## src/rtl/jal_issue_buffer_pkg.sv

```systemverilog
// -----------------------------------------------------------------------------
// jal_issue_buffer_pkg
// Shared constants for the JAL/JALR issue buffer.
// The packed entry layout, MSB to LSB, is:
//   {jal, jalr, pc[63:0], rd0[4:0], rs1[4:0], is_rvc}
// -----------------------------------------------------------------------------
package jal_issue_buffer_pkg;

    localparam int JAL_PC_W          = 64;
    localparam int JAL_REG_W         = 5;
    localparam int JAL_ISSUE_INFO_DW = 1 + 1 + JAL_PC_W + JAL_REG_W + JAL_REG_W + 1;
    localparam int JAL_ISSUE_INFO_DP = 4;

    // Builds one packed entry from its fields.
    function automatic logic [JAL_ISSUE_INFO_DW-1:0] jal_pack_info(
        input logic                 jal,
        input logic                 jalr,
        input logic [JAL_PC_W-1:0]  pc,
        input logic [JAL_REG_W-1:0] rd0,
        input logic [JAL_REG_W-1:0] rs1,
        input logic                 is_rvc
    );
        return {jal, jalr, pc, rd0, rs1, is_rvc};
    endfunction

endpackage

```

## src/rtl/jal_issue_buffer_lzp.sv

```systemverilog
// -----------------------------------------------------------------------------
// jal_issue_buffer_lzp
// Lowest-set-bit priority encoder. The buffer feeds it the inverted valid
// vector, so the index it produces is the lowest free slot.
// Ports:
//   req  in  N          request vector, bit 0 has highest priority
//   idx  out $clog2(N)  index of the lowest set bit (0 when req is all zero)
// -----------------------------------------------------------------------------
module jal_issue_buffer_lzp #(
    parameter int N = 4
) (
    input  logic [N-1:0]         req,
    output logic [$clog2(N)-1:0] idx
);

    // Scan high to low so the lowest set bit is the last one written.
    always_comb begin
        idx = '0;
        for (int i = N - 1; i >= 0; i--) begin
            if (req[i]) begin
                idx = ($clog2(N))'(i);
            end
        end
    end

endmodule

```

## src/rtl/jal_issue_buffer.sv

```systemverilog
// -----------------------------------------------------------------------------
// jal_issue_buffer
// Reservation buffer between dispatch and the JAL/JALR issue stage. Dispatch
// writes one jump micro-op per cycle into the lowest free entry; issue sees
// every entry in parallel and retires one entry per cycle by index (out of
// order). A flush empties the buffer on a pipeline redirect.
//
// Handshake: dispatch may push only when jal_buffer_full is low (sampled the
// same cycle); a push while full is dropped and flagged. Issue may pop only an
// entry whose jal_buffer_malloc bit is set; any other pop is ignored and
// flagged. There is no backpressure beyond jal_buffer_full.
//
// Ports:
//   CLK, RST               clock (rising edge), synchronous active-high reset
//   flush                  drop every entry; overrides push and pop
//   jal_dispat_push/info   dispatch write strobe and payload
//   jal_buffer_full        all DP entries allocated
//   jal_buffer_pop/index   issue retire strobe and entry index
//   jal_buffer_malloc      per-entry valid, bit i = entry i
//   jal_issue_info         entry i at [DW*i +: DW]
//   jal_buffer_cnt         number of valid entries
//   jal_buffer_err         sticky protocol error, cleared only by RST
// All outputs are driven directly from flops.
// -----------------------------------------------------------------------------
module jal_issue_buffer
    import jal_issue_buffer_pkg::*;
#(
    parameter int DW = JAL_ISSUE_INFO_DW,
    parameter int DP = JAL_ISSUE_INFO_DP
) (
    input  logic                  CLK,
    input  logic                  RST,
    input  logic                  flush,
    input  logic                  jal_dispat_push,
    input  logic [DW-1:0]         jal_dispat_info,
    output logic                  jal_buffer_full,
    input  logic                  jal_buffer_pop,
    input  logic [$clog2(DP)-1:0] jal_buffer_pop_index,
    output logic [DP-1:0]         jal_buffer_malloc,
    output logic [DW*DP-1:0]      jal_issue_info,
    output logic [$clog2(DP):0]   jal_buffer_cnt,
    output logic                  jal_buffer_err
);

    localparam int IW = $clog2(DP);
    localparam int CW = IW + 1;

    logic [DP-1:0] malloc_q, malloc_d;
    logic [DW-1:0] info_q [DP];
    logic [CW-1:0] cnt_q, cnt_d;
    logic          full_q, full_d;
    logic          err_q, err_d;

    logic [IW-1:0] free_idx;
    logic          push_acc;
    logic          pop_acc;
    logic          push_bad;
    logic          pop_bad;

    // Searches the registered valid vector, so an entry popped this cycle
    // is not reused until the next one.
    jal_issue_buffer_lzp #(.N(DP)) u_lzp (
        .req (~malloc_q),
        .idx (free_idx)
    );

    assign push_acc = jal_dispat_push & ~full_q & ~flush;
    assign pop_acc  = jal_buffer_pop & malloc_q[jal_buffer_pop_index] & ~flush;
    assign push_bad = jal_dispat_push & full_q & ~flush;
    assign pop_bad  = jal_buffer_pop & ~malloc_q[jal_buffer_pop_index] & ~flush;

    // Push slot is free and pop slot is allocated, so they never collide.
    always_comb begin
        malloc_d = malloc_q;
        cnt_d    = cnt_q;
        if (flush) begin
            malloc_d = '0;
            cnt_d    = '0;
        end else begin
            if (push_acc) malloc_d[free_idx] = 1'b1;
            if (pop_acc)  malloc_d[jal_buffer_pop_index] = 1'b0;
            cnt_d = cnt_q + CW'(push_acc) - CW'(pop_acc);
        end
        full_d = (cnt_d == CW'(DP));
        err_d  = err_q | push_bad | pop_bad;
    end

    always_ff @(posedge CLK) begin
        if (RST) begin
            malloc_q <= '0;
            cnt_q    <= '0;
            full_q   <= 1'b0;
            err_q    <= 1'b0;
        end else begin
            malloc_q <= malloc_d;
            cnt_q    <= cnt_d;
            full_q   <= full_d;
            err_q    <= err_d;
        end
    end

    // Payload flops: written only on an accepted push; popped entries keep
    // their stale contents.
    for (genvar g = 0; g < DP; g++) begin : g_entry
        always_ff @(posedge CLK) begin
            if (RST) begin
                info_q[g] <= '0;
            end else if (push_acc && (free_idx == IW'(g))) begin
                info_q[g] <= jal_dispat_info;
            end
        end
        assign jal_issue_info[DW*g +: DW] = info_q[g];
    end

    assign jal_buffer_malloc = malloc_q;
    assign jal_buffer_cnt    = cnt_q;
    assign jal_buffer_full   = full_q;
    assign jal_buffer_err    = err_q;

endmodule
```

## config.mk

```make
export PLATFORM = sky130hd
export DESIGN_NAME = jal_issue_buffer
export DESIGN_NICKNAME = d
export VERILOG_FILES = /design/src/rtl/jal_issue_buffer_pkg.sv /design/src/rtl/jal_issue_buffer_lzp.sv /design/src/rtl/jal_issue_buffer.sv
export SDC_FILE = /design/constraint.sdc
export NUM_CORES = 1
export LEC_CHECK = 0
export BUFFER_PORTS_ARGS = -buffer_cell sky130_fd_sc_hd__buf_4
export CAP_MARGIN = 30
export CORE_MARGIN = 3
export CORE_UTILIZATION = 52
export CTS_BUF_LIST = sky130_fd_sc_hd__clkbuf_4 sky130_fd_sc_hd__clkbuf_8
export CTS_CLUSTER_SIZE = 24
export DETAILED_ROUTE_END_ITERATION = 10
export HOLD_SLACK_MARGIN = 0.03
export PLACE_DENSITY = 0.9
export SLEW_MARGIN = 5
export SYNTH_ARGS = -nofsm -noshare
export SYNTH_HDL_FRONTEND = slang
export SYNTH_SLANG_ARGS = --single-unit
export TNS_END_PERCENT = 10
```

## constraint.sdc

```tcl
create_clock -name CLK -period 9.4 [get_ports CLK]
set_input_delay 2.82 -clock CLK [delete_from_list [all_inputs] [get_ports CLK]]
set_output_delay 2.82 -clock CLK [all_outputs]
set_load 0.02 [all_outputs]
```

==> impl_results.md <==
- Final setup viols: 0
- CTS max path bufs: 3
- Post-synthesis cell area: around 12000 µm²
- Syn nets: 797
- Share of cells above drive strength 1: 0.423
- Max rail drop VDD: 131 µV
- Synth Area in XOR/XNOR: 0.00198
- GRT Max-Usage Layer: met2
- Post-synthesis adder-cell area fraction: 0.00375
- FMAX: 217 MHz
- YS warnings: 0
- Max FO, Critical Path: 42
- Crit. End Element: register
- Max Cap Viol: 0
- Setup bufs post-CTS: 0
- Post-Route Skew: ~16 ps
- Setup TNS: 0 ps
- # rows: 54
- Worst skew pair latency: 550 ps
- Clk sinks: 317
- GPL Wtd Cong: 0.811
- Area grow syn2layout: 35.2%
- Post-CTS Resized: 0
- First-pass GRT wire length: approximately 48 mm
- Register area: 9430 µm²
- Final period util: 0.491
- CTS H-tree lvls: 2
- Number of global-route vias before repair: 7969
- Crit path launch type: input pin
- Initial Utilization: 0.540
- CTS Hold Bufs: 0
- Global routing met1 resource utilization: 0.289
- PwrDens: 186 nW/µm²
- Cells after synthesis: 710
- Die H: 158 µm
- Max-slew violation count: 0
- First-pass iteration count of the detailed router: 5
- I/O Buffers: 400
- Vias: 7671
- Met3 Track Usage GR: 0.101
- Setup CP Type: input pin to register
- Routed wire length: 33.4 mm
- Crit path time final: about 4600 ps
- Synth Area in Simple Gates: 0.176
- Antenna violations before repair: 2
- Drt wl/cell: 22.9 µm
- Yosys top cell area share: 0.770
- Die area: 25000 µm²
- I/O pin count: 401
- Vias per Instance: 5.26
- Unrepaired setup endpoints after global routing: no
- Post-synth cell types: 37
- Footprint of the multi-input gates: ~2400 µm²
- Post-DP HPWL: 22.4 mm
- Asr flop ratio synth: 0
- Worst hold path type: register to register
- Largest family of logic cells by synthesized area: simple AND/OR/NAND/NOR gates
- Die width: 158 µm
- Core ar.: 22200 µm²
- Pin count of the biggest net entering global routing: 78
- Largest area contributor in the netlist: edfxtp_1
- DRC errors left: 0
- # fillers: 1273
- Grt total ovfl: 0
- Mapped Avg Cell Area: ~17 µm²
- Worst path arrival time: 4790 ps
- Root buffer cell: clkbuf_8
- Nets: roughly 1200
- Clock-pin transition on the worst setup and hold timing paths: 60 ps
- Gr usage total: 0.258
- Register area share after synthesis: 0.785
- Synthesis-stage register bit count: 317
- Top cells by count, synth: and2_1 (310), edfxtp_1 (308), clkbuf_2 (11)
- Relative slew slack: 0.415
- Compound-Gate Fraction of Synth Area: 0.00917
- Num CTS Buffers: 48
- Slew @ Worst Pin: just under 900 ps
- Lkg Pwr: a little under 0.007 µW
- Status: complete, no violations
- Primary FF master, synth: edfxtp_1
- EDFF count, synth: between 300 and 400
- Most numerous cell in the Yosys netlist: and2_1
- Worst R2R Setup Slack: ~6700 ps
- GRT met2 Usage: 0.444
- Ranking of synthesized cells by area: edfxtp_1 (77%), and2_1 (16%), dfxtp_1 (1.5%), buf_6 (0.84%), clkbuf_2 (0.46%)
- Final hold vios: 0
- Mux cell area share after synthesis: 0.00187
- TritonCTS clock tree: built
- Finished Core Util: 0.730
- DRT iter0 DRCs: 564
- WP data required: 9580 ps
- Routed Antenna Nets: 0
logic make-up (layout without fill, tap and decap cells):
group                    Yosys count  in the layout
AND/OR/NAND/NOR                  332            332
adder cells (fa/ha/maj)            3              3
multiplexers                       1              1
XOR/XNOR                           1              1
flip-flops                       317            317
other                              0              1
AO/OA/AOI/OAI                     14             14
buffers and inverters             42            508
final timing paths:
kind                     endpoint  depth (start not counted)                  from
setup reg to reg  jal_buffer_full                          9  jal_buffer_malloc[1]
setup / recovery    info_q[0][20]                          6                 flush
hold reg to reg    jal_buffer_err                          2        jal_buffer_err
hold / removal     jal_buffer_err                          2        jal_buffer_err
power by group:
group | switching, µW | leakage [µW] | internal (µW)
Sequential | 23.7 | 0.00328 | 1610
Combinational | 178 | 0.00315 | 111
Clock | 520 | 0.000484 | 578
Total | 722 | 0.00691 | 2300
sequential cells by signal, summed over array words and instances (netlist names):
signal,flops
info_q,308
jal_buffer_cnt,3
jal_buffer_err,1
jal_buffer_full,1
jal_buffer_malloc,4
final cells by class:
| type | instances | area share |
|---|---|---|
| diodes | 1 | 0.000154 |
| clock buffers | 65 | 0.0489 |
| clock inverters | 24 | 0.00824 |
| inverters | 6 | 0.00154 |
| multi-input cells | 351 | 0.145 |
| flip-flops and latches | 317 | 0.581 |
| well taps | 280 | 0.0216 |
| repair buffers | 413 | 0.194 |
stage by stage:
step	power, µW	cell area [µm²]	cells	setup slack (ps)	hold slack, ps
after global routing	3120	16200	1457	4720	542
after CTS	3040	16200	1456	4810	512
after detailed placement	1950	15300	1367	4220	506
after global placement	1940	15200	1364	4000	474
final	3020	16200	1457	4790	506
after floorplan	1790	12000	710	1940	558
critical path, cell delays in order:
cell	delay, ps
buf_4	150
nor3b_4	330
inv_4	150
a21oi_1	150
or2_4	490
buf_4	600
cell usage in the layout, fill, tap and decap left out, types with 2 or more instances in the layout:
master      netlist  layout
buf_4             5     410
and2_1          310     310
edfxtp_1        308     308
clkbuf_8          0      49
clkbuf_4          0      16
clkinv_1          0      15
dfxtp_1           9       9
inv_1             5       5
clkinv_2          0       5
a21oi_1           4       4
nand2_1           4       4
nor2_1            3       3
clkinvlp_4        0       3
nand3_1           2       2
o21bai_4          0       2
nand4b_1          2       2
o21ai_0           2       2
nor3_1            2       2
ha_1              2       2
buf_12            0       2
routing by layer:
metal  up-vias  wire length [µm]
li1       3351                 -
met1      3718             11100
met2       504             17000
met3        96              3950
met4         2              1320
met5         -                20
No activity file was read; power rests on OpenSTA's default activity.
